$ cat src/rtl/maxnet_pkg.sv
// Shared types and width helpers for the Maxnet winner-take-all engine.
package maxnet_pkg;

    typedef enum logic [1:0] {
        ST_IDLE = 2'd0,
        ST_ITER = 2'd1,
        ST_DONE = 2'd2
    } maxnet_state_e;

    // Channel index width; a single channel still needs one bit.
    function automatic int idx_width(input int n);
        return (n < 2) ? 1 : $clog2(n);
    endfunction

    // Activation sum width: wide enough that N full-scale values never wrap.
    function automatic int sum_width(input int n, input int w);
        return w + idx_width(n);
    endfunction

    // Iteration counter width: holds 0..max_iter inclusive.
    function automatic int cnt_width(input int max_iter);
        return (max_iter < 1) ? 1 : $clog2(max_iter + 1);
    endfunction

endpackage

$ cat src/rtl/maxnet_argmax.sv
// Combinational argmax over N packed unsigned values.
// Lowest index wins among equal maxima; o_dup flags a repeated maximum.
module maxnet_argmax
    import maxnet_pkg::*;
#(
    parameter int N = 4,
    parameter int W = 32
) (
    input  logic [N*W-1:0]         i_vals,
    output logic [$clog2(N)-1:0]   o_idx,
    output logic [W-1:0]           o_max,
    output logic                   o_dup
);

    localparam int IW = idx_width(N);

    logic w_seen;

    // Strict greater-than keeps the earliest index on ties; second pass counts copies of the max.
    always_comb begin
        o_idx  = '0;
        o_max  = i_vals[W-1:0];
        o_dup  = 1'b0;
        w_seen = 1'b0;
        for (int i = 1; i < N; i++) begin
            if (i_vals[i*W +: W] > o_max) begin
                o_max = i_vals[i*W +: W];
                o_idx = IW'(i);
            end
        end
        for (int i = 0; i < N; i++) begin
            if (i_vals[i*W +: W] == o_max) begin
                if (w_seen) begin
                    o_dup = 1'b1;
                end
                w_seen = 1'b1;
            end
        end
    end

endmodule

$ cat src/rtl/maxnet_engine.sv
// Maxnet winner-take-all engine: captures N activations on a start edge,
// applies one lateral-inhibition step per clock until a single survivor,
// a stall or the iteration cap, then reports the winner's original value.
//
//   state   | meaning
//   --------+-----------------------------------------------------------
//   IDLE    | after reset, waiting for a start edge
//   ITER    | one inhibition step per clock, start edges ignored
//   DONE    | results held, a start edge recaptures and reruns
module maxnet_engine
    import maxnet_pkg::*;
#(
    parameter int N         = 4,
    parameter int W         = 32,
    parameter int EPS_SHIFT = 3,
    parameter int MAX_ITER  = 255
) (
    input  logic                          i_clk,
    input  logic                          i_rst,
    input  logic                          i_start,
    input  logic [N*W-1:0]                i_data_in,
    output logic                          o_busy,
    output logic                          o_done,
    output logic [W-1:0]                  o_max_value,
    output logic [$clog2(N)-1:0]          o_max_index,
    output logic                          o_tie,
    output logic                          o_timeout,
    output logic [$clog2(MAX_ITER+1)-1:0] o_iterations
);

    localparam int IW = idx_width(N);
    localparam int SW = sum_width(N, W);
    localparam int CW = cnt_width(MAX_ITER);

    maxnet_state_e r_state;
    maxnet_state_e w_state_nxt;

    logic           r_start_q;
    logic           w_edge;
    logic           w_capture;
    logic           w_finish;

    logic [W-1:0]   r_act  [N];
    logic [W-1:0]   r_orig [N];
    logic [W-1:0]   w_nxt  [N];
    logic [SW-1:0]  w_sum;
    logic [SW-1:0]  w_inh  [N];

    logic [CW-1:0]  r_cnt;
    logic [CW-1:0]  w_cnt_inc;

    logic [IW:0]    w_nz_cnt;
    logic [IW-1:0]  w_nz_idx;
    logic           w_same;
    logic           w_one;
    logic           w_none;
    logic           w_stall;
    logic           w_last;
    logic           w_term;
    logic           w_sel_nxt;

    logic [N*W-1:0] w_am_in;
    logic [IW-1:0]  w_am_idx;
    logic [W-1:0]   w_am_max;
    logic           w_am_dup;

    logic [IW-1:0]  w_win_idx;
    logic           w_win_tie;
    logic           w_win_to;

    logic           r_busy;
    logic           r_done;
    logic [W-1:0]   r_max_value;
    logic [IW-1:0]  r_max_index;
    logic           r_tie;
    logic           r_timeout;
    logic [CW-1:0]  r_iterations;

    assign w_edge    = i_start & ~r_start_q;
    assign w_cnt_inc = r_cnt + CW'(1);

    // One inhibition step: each channel loses 2^-EPS_SHIFT of everyone else's total, floored at zero.
    always_comb begin
        w_sum = '0;
        for (int i = 0; i < N; i++) begin
            w_sum = w_sum + SW'(r_act[i]);
        end
        for (int i = 0; i < N; i++) begin
            w_inh[i] = (w_sum - SW'(r_act[i])) >> EPS_SHIFT;
            w_nxt[i] = (SW'(r_act[i]) > w_inh[i]) ? (r_act[i] - w_inh[i][W-1:0]) : '0;
        end
    end

    // Survivor count, the lone survivor's index, and whether the step changed anything.
    always_comb begin
        w_nz_cnt = '0;
        w_nz_idx = '0;
        w_same   = 1'b1;
        for (int i = 0; i < N; i++) begin
            if (w_nxt[i] != '0) begin
                w_nz_cnt = w_nz_cnt + (IW+1)'(1);
                w_nz_idx = IW'(i);
            end
            if (w_nxt[i] != r_act[i]) begin
                w_same = 1'b0;
            end
        end
    end

    assign w_one     = (w_nz_cnt == (IW+1)'(1));
    assign w_none    = (w_nz_cnt == '0);
    assign w_stall   = w_same && (w_nz_cnt >= (IW+1)'(2));
    assign w_last    = (w_cnt_inc >= CW'(MAX_ITER));
    assign w_term    = w_one | w_none | w_stall | w_last;

    // Only a cap-limited run ranks the new activations; every other exit ranks the current ones.
    assign w_sel_nxt = !(w_one || w_none || w_stall);

    // Pack whichever activation set the single argmax instance should rank.
    always_comb begin
        w_am_in = '0;
        for (int i = 0; i < N; i++) begin
            w_am_in[i*W +: W] = w_sel_nxt ? w_nxt[i] : r_act[i];
        end
    end

    maxnet_argmax #(
        .N (N),
        .W (W)
    ) u_argmax (
        .i_vals (w_am_in),
        .o_idx  (w_am_idx),
        .o_max  (w_am_max),
        .o_dup  (w_am_dup)
    );

    // Winner and flags by exit reason, in priority order.
    always_comb begin
        w_win_idx = w_am_idx;
        w_win_tie = w_am_dup;
        w_win_to  = 1'b0;
        if (w_one) begin
            w_win_idx = w_nz_idx;
            w_win_tie = 1'b0;
        end else if (w_none) begin
            w_win_tie = w_am_dup && (w_am_max != '0);
        end else if (!w_stall) begin
            w_win_to  = 1'b1;
        end
    end

    // Next-state and capture/finish strobes.
    always_comb begin
        w_state_nxt = r_state;
        w_capture   = 1'b0;
        w_finish    = 1'b0;
        case (r_state)
            ST_IDLE, ST_DONE: begin
                if (w_edge) begin
                    w_capture   = 1'b1;
                    w_state_nxt = ST_ITER;
                end
            end
            ST_ITER: begin
                if (w_term) begin
                    w_finish    = 1'b1;
                    w_state_nxt = ST_DONE;
                end
            end
            default: begin
                w_state_nxt = ST_IDLE;
            end
        endcase
    end

    // State register and start history.
    always_ff @(posedge i_clk or posedge i_rst) begin
        if (i_rst) begin
            r_state   <= ST_IDLE;
            r_start_q <= 1'b0;
        end else begin
            r_state   <= w_state_nxt;
            r_start_q <= i_start;
        end
    end

    // Activation datapath, iteration counter and registered results.
    always_ff @(posedge i_clk or posedge i_rst) begin
        if (i_rst) begin
            for (int i = 0; i < N; i++) begin
                r_act[i]  <= '0;
                r_orig[i] <= '0;
            end
            r_cnt        <= '0;
            r_busy       <= 1'b0;
            r_done       <= 1'b0;
            r_max_value  <= '0;
            r_max_index  <= '0;
            r_tie        <= 1'b0;
            r_timeout    <= 1'b0;
            r_iterations <= '0;
        end else if (w_capture) begin
            for (int i = 0; i < N; i++) begin
                r_act[i]  <= i_data_in[i*W +: W];
                r_orig[i] <= i_data_in[i*W +: W];
            end
            r_cnt     <= '0;
            r_busy    <= 1'b1;
            r_done    <= 1'b0;
            r_tie     <= 1'b0;
            r_timeout <= 1'b0;
        end else if (r_state == ST_ITER) begin
            for (int i = 0; i < N; i++) begin
                r_act[i] <= w_nxt[i];
            end
            r_cnt <= w_cnt_inc;
            if (w_finish) begin
                r_max_value  <= r_orig[w_win_idx];
                r_max_index  <= w_win_idx;
                r_tie        <= w_win_tie;
                r_timeout    <= w_win_to;
                r_iterations <= w_cnt_inc;
                r_done       <= 1'b1;
                r_busy       <= 1'b0;
            end
        end
    end

    assign o_busy       = r_busy;
    assign o_done       = r_done;
    assign o_max_value  = r_max_value;
    assign o_max_index  = r_max_index;
    assign o_tie        = r_tie;
    assign o_timeout    = r_timeout;
    assign o_iterations = r_iterations;

endmodule

$ cat config.mk
export PLATFORM = sky130hd
export DESIGN_NAME = maxnet_engine
export DESIGN_NICKNAME = d
export VERILOG_FILES = /design/src/rtl/maxnet_pkg.sv /design/src/rtl/maxnet_argmax.sv /design/src/rtl/maxnet_engine.sv
export SDC_FILE = /design/constraint.sdc
export NUM_CORES = 2
export LEC_CHECK = 0
export CAP_MARGIN = 20
export CORE_UTILIZATION = 30
export DETAILED_ROUTE_END_ITERATION = 8
export PLACE_DENSITY = 0.51
export SYNTH_ARGS = -nofsm -noshare
export SYNTH_HDL_FRONTEND = slang
export SYNTH_HIERARCHICAL = 1
export SYNTH_SLANG_ARGS = --single-unit
$ cat constraint.sdc
create_clock -name i_clk -period 30.5 [get_ports i_clk]
set_input_delay 6.1 -clock i_clk [delete_from_list [all_inputs] [get_ports i_clk]]
set_output_delay 6.1 -clock i_clk [all_outputs]
set_load 0.01 [all_outputs]
* Yosys cells after proc, flatten, opt, wreduce, memory -nomap -nowiden
Cells that the tools add are included.
** Word-level totals
- Flip-flop bits (word level) :: 313
- Memories :: 0
- ROM bits :: 0
- RAM bits :: 0
- Latch bits :: 0
- Bits of input ports :: 131
** Cells by class
- Multipliers :: 0
- Multiplexer cells :: 66
- Order comparisons :: 10
- Divide/modulo/power cells :: 0
- Shift operators :: 0
- Reduce and logical (&&, ||, !) cells :: 17
- Add/subtract/negate cells :: 15
- Bitwise operators :: 7
- Equality and inequality tests :: 13
** Operator list (number)
- 32-bit two-way mux :: 13
- 128-bit two-way mux :: 2
- 32-bit nonzero test :: 5
- 34-bit by 32-bit subtractor with 34-bit output :: 4
- 32-bit equality test :: 4
- 32-bit by 31-bit greater-than comparator with 1-bit output :: 4
- 32-bit inequality test :: 4
- 32-bit by 31-bit subtractor with 32-bit output :: 4
- 32-bit greater-than comparator :: 3
- 32-bit binary-select mux with 2-bit select :: 1
- 1-bit two-way mux :: 37
- 33-bit by 32-bit adder with 34-bit output :: 1
- 34-bit by 32-bit adder with 34-bit output :: 1
- 32-bit by 32-bit adder with 33-bit output :: 1
- 8-bit two-way mux :: 2
- 2-bit two-way mux :: 7
- 3-bit by 1-bit adder with 3-bit output, second input constant :: 3
- 3-bit two-way mux :: 3
- 8-bit by 1-bit adder with 8-bit output, second input constant :: 1
- 8-bit greater-or-equal comparator, second input constant :: 1
- 2-bit inequality test, second input constant :: 2
- 2-bit case mux with 2 select lines :: 1
- 2-bit AND reduction :: 2
- 2-bit nonzero test :: 2
- 15 further kinds :: 20

* Logic depth before layout (Yosys ltp)
- Word-level depth :: 38
- Depth in mapped cells :: 101

* Hierarchy
The synthesis kept the hierarchy.
** By module, submodules not included
- maxnet_engine :: cells an instance 4300, area each 34520.6 um2, instances 1, seq. area each 7832.5 um2
- maxnet_argmax :: cells an instance 892, area each 6328.6 um2, instances 1, seq. area each 0.0 um2

* Worst setup path after synthesis
No wires, ideal clock.
- Kind :: flip-flop to flip-flop
- Start point :: register r_act[1] (netlist name)
- End point :: register r_tie, in the netlist o_tie
- Period minus slack after synthesis :: 20.061 ns
- Stages on the path, launching flop included :: 97
- Slack :: 10.439 ns
- Arrival :: 19.982 ns
- Required time :: 30.421 ns
- Library setup time :: 0.079 ns
- Cell sequence :: dfrtp_1 > inv_1 > fa_1 > fa_1 > inv_1 > ha_1 > inv_1 > fa_1 > nor2b_1 > o21ai_0 > a21boi_0 > o21a_1 > o31a_1 > o21ai_0 > nand2b_1 > a21oi_1 > xnor2_1 > ha_1 > [61 not listed] > nand4_1 > nor2_1 > a21oi_1 > o211ai_1 > a21oi_1 > nor4bb_1 > or2_2 > clkbuf_1 > clkbuf_1 > a31oi_2 > xnor2_1 > nor4_1 > o2111ai_1 > nor4_1 > maj3_1 > a2bb2oi_1 > o21ai_0 > mux2i_1
** Between the ends
- Word-level cells in the longest chain between the ends :: 36
- Elaborated cells on any way between the ends :: 79
** Ends and longest elaborated chain
- start, declared :: RTL line maxnet_engine.sv:43 : logic [W-1:0] r_act [N];
- start signal, assigned by index :: RTL line maxnet_engine.sv:204 : r_act[i] <= i_data_in[i*W +: W];
- start signal, assigned by index :: RTL line maxnet_engine.sv:214 : r_act[i] <= w_nxt[i];
- 34-bit by 32-bit adder with 34-bit output :: RTL line maxnet_engine.sv:86 : w_sum = w_sum + SW'(r_act[i]);
- 34-bit by 32-bit subtractor with 34-bit output :: RTL line maxnet_engine.sv:89 : w_inh[i] = (w_sum - SW'(r_act[i])) >> EPS_SHIFT;
- 32-bit by 31-bit subtractor with 32-bit output or 32-bit by 31-bit greater-than comparator with 1-bit output (tied branches) :: RTL line maxnet_engine.sv:90 : w_nxt[i] = (SW'(r_act[i]) > w_inh[i]) ? (r_act[i] - w_inh[i][W-1:0]) : '0;
- 32-bit two-way mux :: RTL line maxnet_engine.sv:90
- 32-bit nonzero test :: RTL line maxnet_engine.sv:100 : if (w_nxt[i] != '0) begin
- 1-bit two-way mux :: RTL line maxnet_engine.sv:100
- 3-bit by 1-bit adder with 3-bit output :: RTL line maxnet_engine.sv:101 : w_nz_cnt = w_nz_cnt + (IW+1)'(1);
- 3-bit two-way mux :: RTL line maxnet_engine.sv:100
- [8 not listed]
- named net w_am_in[13] :: RTL line maxnet_engine.sv:62 : logic [N*W-1:0] w_am_in;
- [13 not listed]
- 1-bit two-way mux (*) :: RTL line maxnet_argmax.sv:32 : if (i_vals[i*W +: W] == o_max) begin
- named net w_am_dup :: RTL line maxnet_engine.sv:65 : logic w_am_dup;
- 1-bit logical AND :: RTL line maxnet_engine.sv:146 : w_win_tie = w_am_dup && (w_am_max != '0);
- 1-bit two-way mux (*) :: RTL line maxnet_engine.sv:145 : end else if (w_none) begin
- 1-bit two-way mux (*) :: RTL line maxnet_engine.sv:142 : if (w_one) begin
- 1-bit two-way mux (*) :: RTL line maxnet_engine.sv:217 : if (w_finish) begin
- 1-bit two-way mux (*) :: RTL line maxnet_engine.sv:212 : end else if (r_state == ST_ITER) begin
- 1-bit two-way mux (*) :: RTL line maxnet_engine.sv:202 : end else if (w_capture) begin
- end signal, assigned :: RTL line maxnet_engine.sv:220 : r_tie <= w_win_tie;
- end, declared :: RTL line maxnet_engine.sv:75 : logic r_tie;
The timed path passes the listed nets; every way through them passes the cells marked *. The select of a mux whose other input is x is not followed.
A chain may end at the register's enable or synchronous reset.

* Worst setup path in the final report
- Start point :: register r_act[1] (netlist name)
- End point :: register r_max_value[12], in the netlist o_max_value[12]
** Between the ends
- Word-level cells in the longest chain between the ends :: 27
- Elaborated cells on any way between the ends :: 68
** Ends and longest elaborated chain
- 34-bit by 32-bit adder with 34-bit output :: RTL line maxnet_engine.sv:86
- 34-bit by 32-bit subtractor with 34-bit output :: RTL line maxnet_engine.sv:89
- 32-bit by 31-bit subtractor with 32-bit output or 32-bit by 31-bit greater-than comparator with 1-bit output (tied branches) :: RTL line maxnet_engine.sv:90
- 32-bit two-way mux :: RTL line maxnet_engine.sv:90
- 32-bit nonzero test :: RTL line maxnet_engine.sv:100
- 1-bit two-way mux :: RTL line maxnet_engine.sv:100
- 3-bit by 1-bit adder with 3-bit output :: RTL line maxnet_engine.sv:101
- 3-bit two-way mux :: RTL line maxnet_engine.sv:100
- [8 not listed]
- named net w_am_in[25] :: RTL line maxnet_engine.sv:62
- [3 not listed]
- 32-bit two-way mux :: RTL line maxnet_argmax.sv:26 : if (i_vals[i*W +: W] > o_max) begin
- 32-bit greater-than comparator :: RTL line maxnet_argmax.sv:26
- 2-bit two-way mux (*) :: RTL line maxnet_argmax.sv:26
- named net w_am_idx[1] :: RTL line maxnet_engine.sv:63 : logic [IW-1:0] w_am_idx;
- 2-bit two-way mux (*) :: RTL line maxnet_engine.sv:142
- 2-bit inverter with 3-bit output (not written as such) (*) :: RTL line maxnet_engine.sv:218 : r_max_value <= r_orig[w_win_idx];
- 32-bit binary-select mux with 2-bit select (*) :: RTL line maxnet_engine.sv:218
- 32-bit two-way mux (not written as such) (*) (2 in a row) :: RTL line maxnet_engine.sv:218
- end signal, assigned :: RTL line maxnet_engine.sv:218
- end, declared :: RTL line maxnet_engine.sv:73 : logic [W-1:0] r_max_value;
Marks and branches as above.

==> flow_summary.toml <==
[routing]
routed_via_density = 6.15
via_count = 43950
drc = 0
detail_route.wl_per_cell_um = 34.1
postRouteWirelength_mm = 243
drtAntennaViolNets = 0
detailedRoute.firstPassIterationCount = 7
detailedRoute.firstIterationViolations = 5555

[cells_and_area]
post_route_cells_drive_above_1_share_pct = 7.83
postLayoutCellArea_um2 = 46600
final_nets = 5906
syn2layout_area_growth_pct = 14.1
nFillCells = 14357

[global_routing]
vias_in_the_first_global_route = 41385
grt_overflow = 0
number_of_antenna_violations_at_the_first_check_in_global_routing = 18
grt_max_degree = 86
grt_first_pass_wirelength_mm = 332
grt_usage_pct = 34.4

[logic_synthesis]
post_synth_instance_area_um2 = 40800
synth_cell_type_count = 105
synth_nets = 5775
count_of_flip_flops_with_a_built_in_enable_after_synthesis = 0
syn_warnings = 6
synth_most_common_cell = "nand2_1"
ys_top_cells_by_area = "dfrtp_1 (19%), ha_1 (12%), nand2_1 (7.1%)"
yosys-top-cells-count = "nand2_1 (770), ha_1 (384), inv_1 (318), nor2_1 (314), dfrtp_1 (313)"
synthesis.area_per_instance_um2 = 7.87
synth_flop_cell = "dfrtp_1"
postSynth.asyncResetShare_pct = 100
post_synth_inst_count = 5192
synth_area_leader_cell = "dfrtp_1"
synth_sequential_area_ratio_pct = 19.2
synth_seq_cells = 313
synth.top_cell.area_share_pct = 19.2

[worst_hold_path]
worst_hold_path_type = "reg2reg"

[cts]
numClockSinks = 313
clock-root-buffer = "clkbuf_16"
cts_buffer_depth = 3
post_cts_buffers = 0
numCtsBuffers = 41
cts_resized = 0
clkTransAtPathRegs_ps = 60
insertion_delay_ps = 650
maximum_level_of_the_cts_h_tree = 2
holdBufCountCts = 0
cts_tree = "done"

[timing]
slew_headroom_pct = 11.4
min_period_ps = 28000
fmax_mhz = 35.7
total_neg_setup_slack_ps = 0
rsz0062_at_grt = "no"
worst_pin_slew_ps = 1320
finalHoldViolCount = 0
period_utilisation_layout_pct = 91.8
final.setup_skew_ps = 54.2
final-max-slew-violation-count = 0
final-setup-viol-count = 0

[setup_path]
endpoint_type_of_the_worst_setup_path = "flip-flop"
arrival_ps = 28480
criticalPathCategory = "reg2reg"
required_time_of_the_critical_path_ps = 30990
worst_path_most_repeated_cell = "ha_1"
crit_slowest_cell = "mux2i_1"
setup.worst_path.start_class = "flip-flop"
critical_path.max_fanout = 55
cp_slowest_stage_delay_ps = 1030

[floorplanning]
placeableCoreArea_um2 = 135000
floorplan.die_area_um2 = 138000
rows = 135
chipWidth_um = 371
top_level_ports = 177
fp.dieH_um = 371
start_util_pct = 30.2

[outcome]
run_status = "finished, final reports clean"

[place]
place_congestion = 1.12
detailedPlacementHpwl_mm = 201
placement.cell_area_um2 = 45100
port_buffers = 176

[flow_run]
drv.max_cap_violation_count = 0
## cell families after synthesis
kind of cell	synth area share, %
compound gates	21.3
xor+xnor	9.41
fa+ha+maj	15.1
buf+inv	5.47
flops	19.2
mux	7.82
simple gates	21.7
## placed cells by master (no fill, tap or decap), types with 107 or more instances in the layout
cell type	Yosys	layout
dfrtp_1	313	313
o21ai_0	231	228
clkdlybuf4s50_1	0	176
nor2_1	314	309
xor2_1	160	160
nand2_1	770	770
buf_4	17	145
nor3_1	145	145
ha_1	384	384
inv_1	318	317
xnor2_1	271	271
nand3_1	116	116
a21oi_1	279	279
mux2i_1	181	170
a21o_1	107	107
## through the flow
stage / std cells / utilization, % / setup slack (ps) / hold WS, ps
2_1_floorplan: 5192 / - / 10440 / 445
3_3_place_gp: 7052 / 33.3 / 2800 / 458
3_5_place_dp: 7059 / 33.3 / 2830 / 462
4_1_cts: 7133 / 34.4 / 2670 / 476
5_1_grt: 7136 / 34.4 / 1580 / 491
6_report: 7142 / 34.4 / 2500 / 473
## worst max-delay path: cells and delay by family, from the launching register on
| family | cells | cell delay [ps] |
|---|---|---|
| compound gates | 36 | 9440 |
| xor+xnor | 2 | 1000 |
| fa+ha+maj | 11 | 3950 |
| buf+inv | 12 | 3480 |
| flops | 1 | 480 |
| mux | 5 | 2880 |
| simple gates | 25 | 6280 |
## area by class of cell
| type | count | area [µm²] | share of cell area, % |
|---|---|---|---|
| Tap cell | 1781 | 2230 | 4.78 |
| Clock buffer | 52 | 1130 | 2.42 |
| Inverter | 318 | 1200 | 2.58 |
| Sequential cell | 313 | 7830 | 16.8 |
| Multi-Input combinational cell | 4325 | 31000 | 66.4 |
| Timing Repair Buffer | 324 | 2880 | 6.18 |
| Clock inverter | 22 | 354 | 0.760 |
| Antenna cell | 7 | 17.5 | 0.0376 |
## layer usage
metal	routed length (µm)	GRT usage, %
met1	97800	43.8
met3	23500	8.11
met2	102000	51.4
met4	20000	23.2
met5	43	0
## sequential cells by signal (all words and copies together) (netlist names)
register and cells:
o_max_index 2, r_cnt 8, r_act 128, o_busy 1, r_state 2, r_start_q 1
o_done 1, o_iterations 8, o_timeout 1, r_orig 128, o_tie 1, o_max_value 32
## worst paths after layout
kind / depth (start not counted) / slack (ps) / from / endpoint
setup reg to reg: 91 / 2500 / r_act[1] / o_max_value[12]
min in group asynchronous: 2 / 5990 / i_rst / r_act[7]
hold reg to reg: 2 / 470 / r_orig[42] / r_orig[42]
max in group asynchronous: 4 / 22420 / i_rst / r_act[95]
setup / recovery: 91 / 2500 / r_act[1] / o_max_value[12]
hold / removal: 2 / 470 / r_orig[42] / r_orig[42]
Power is not shown: default switching activity piles up to over one toggle a cycle in this logic, so the estimate is an artifact.
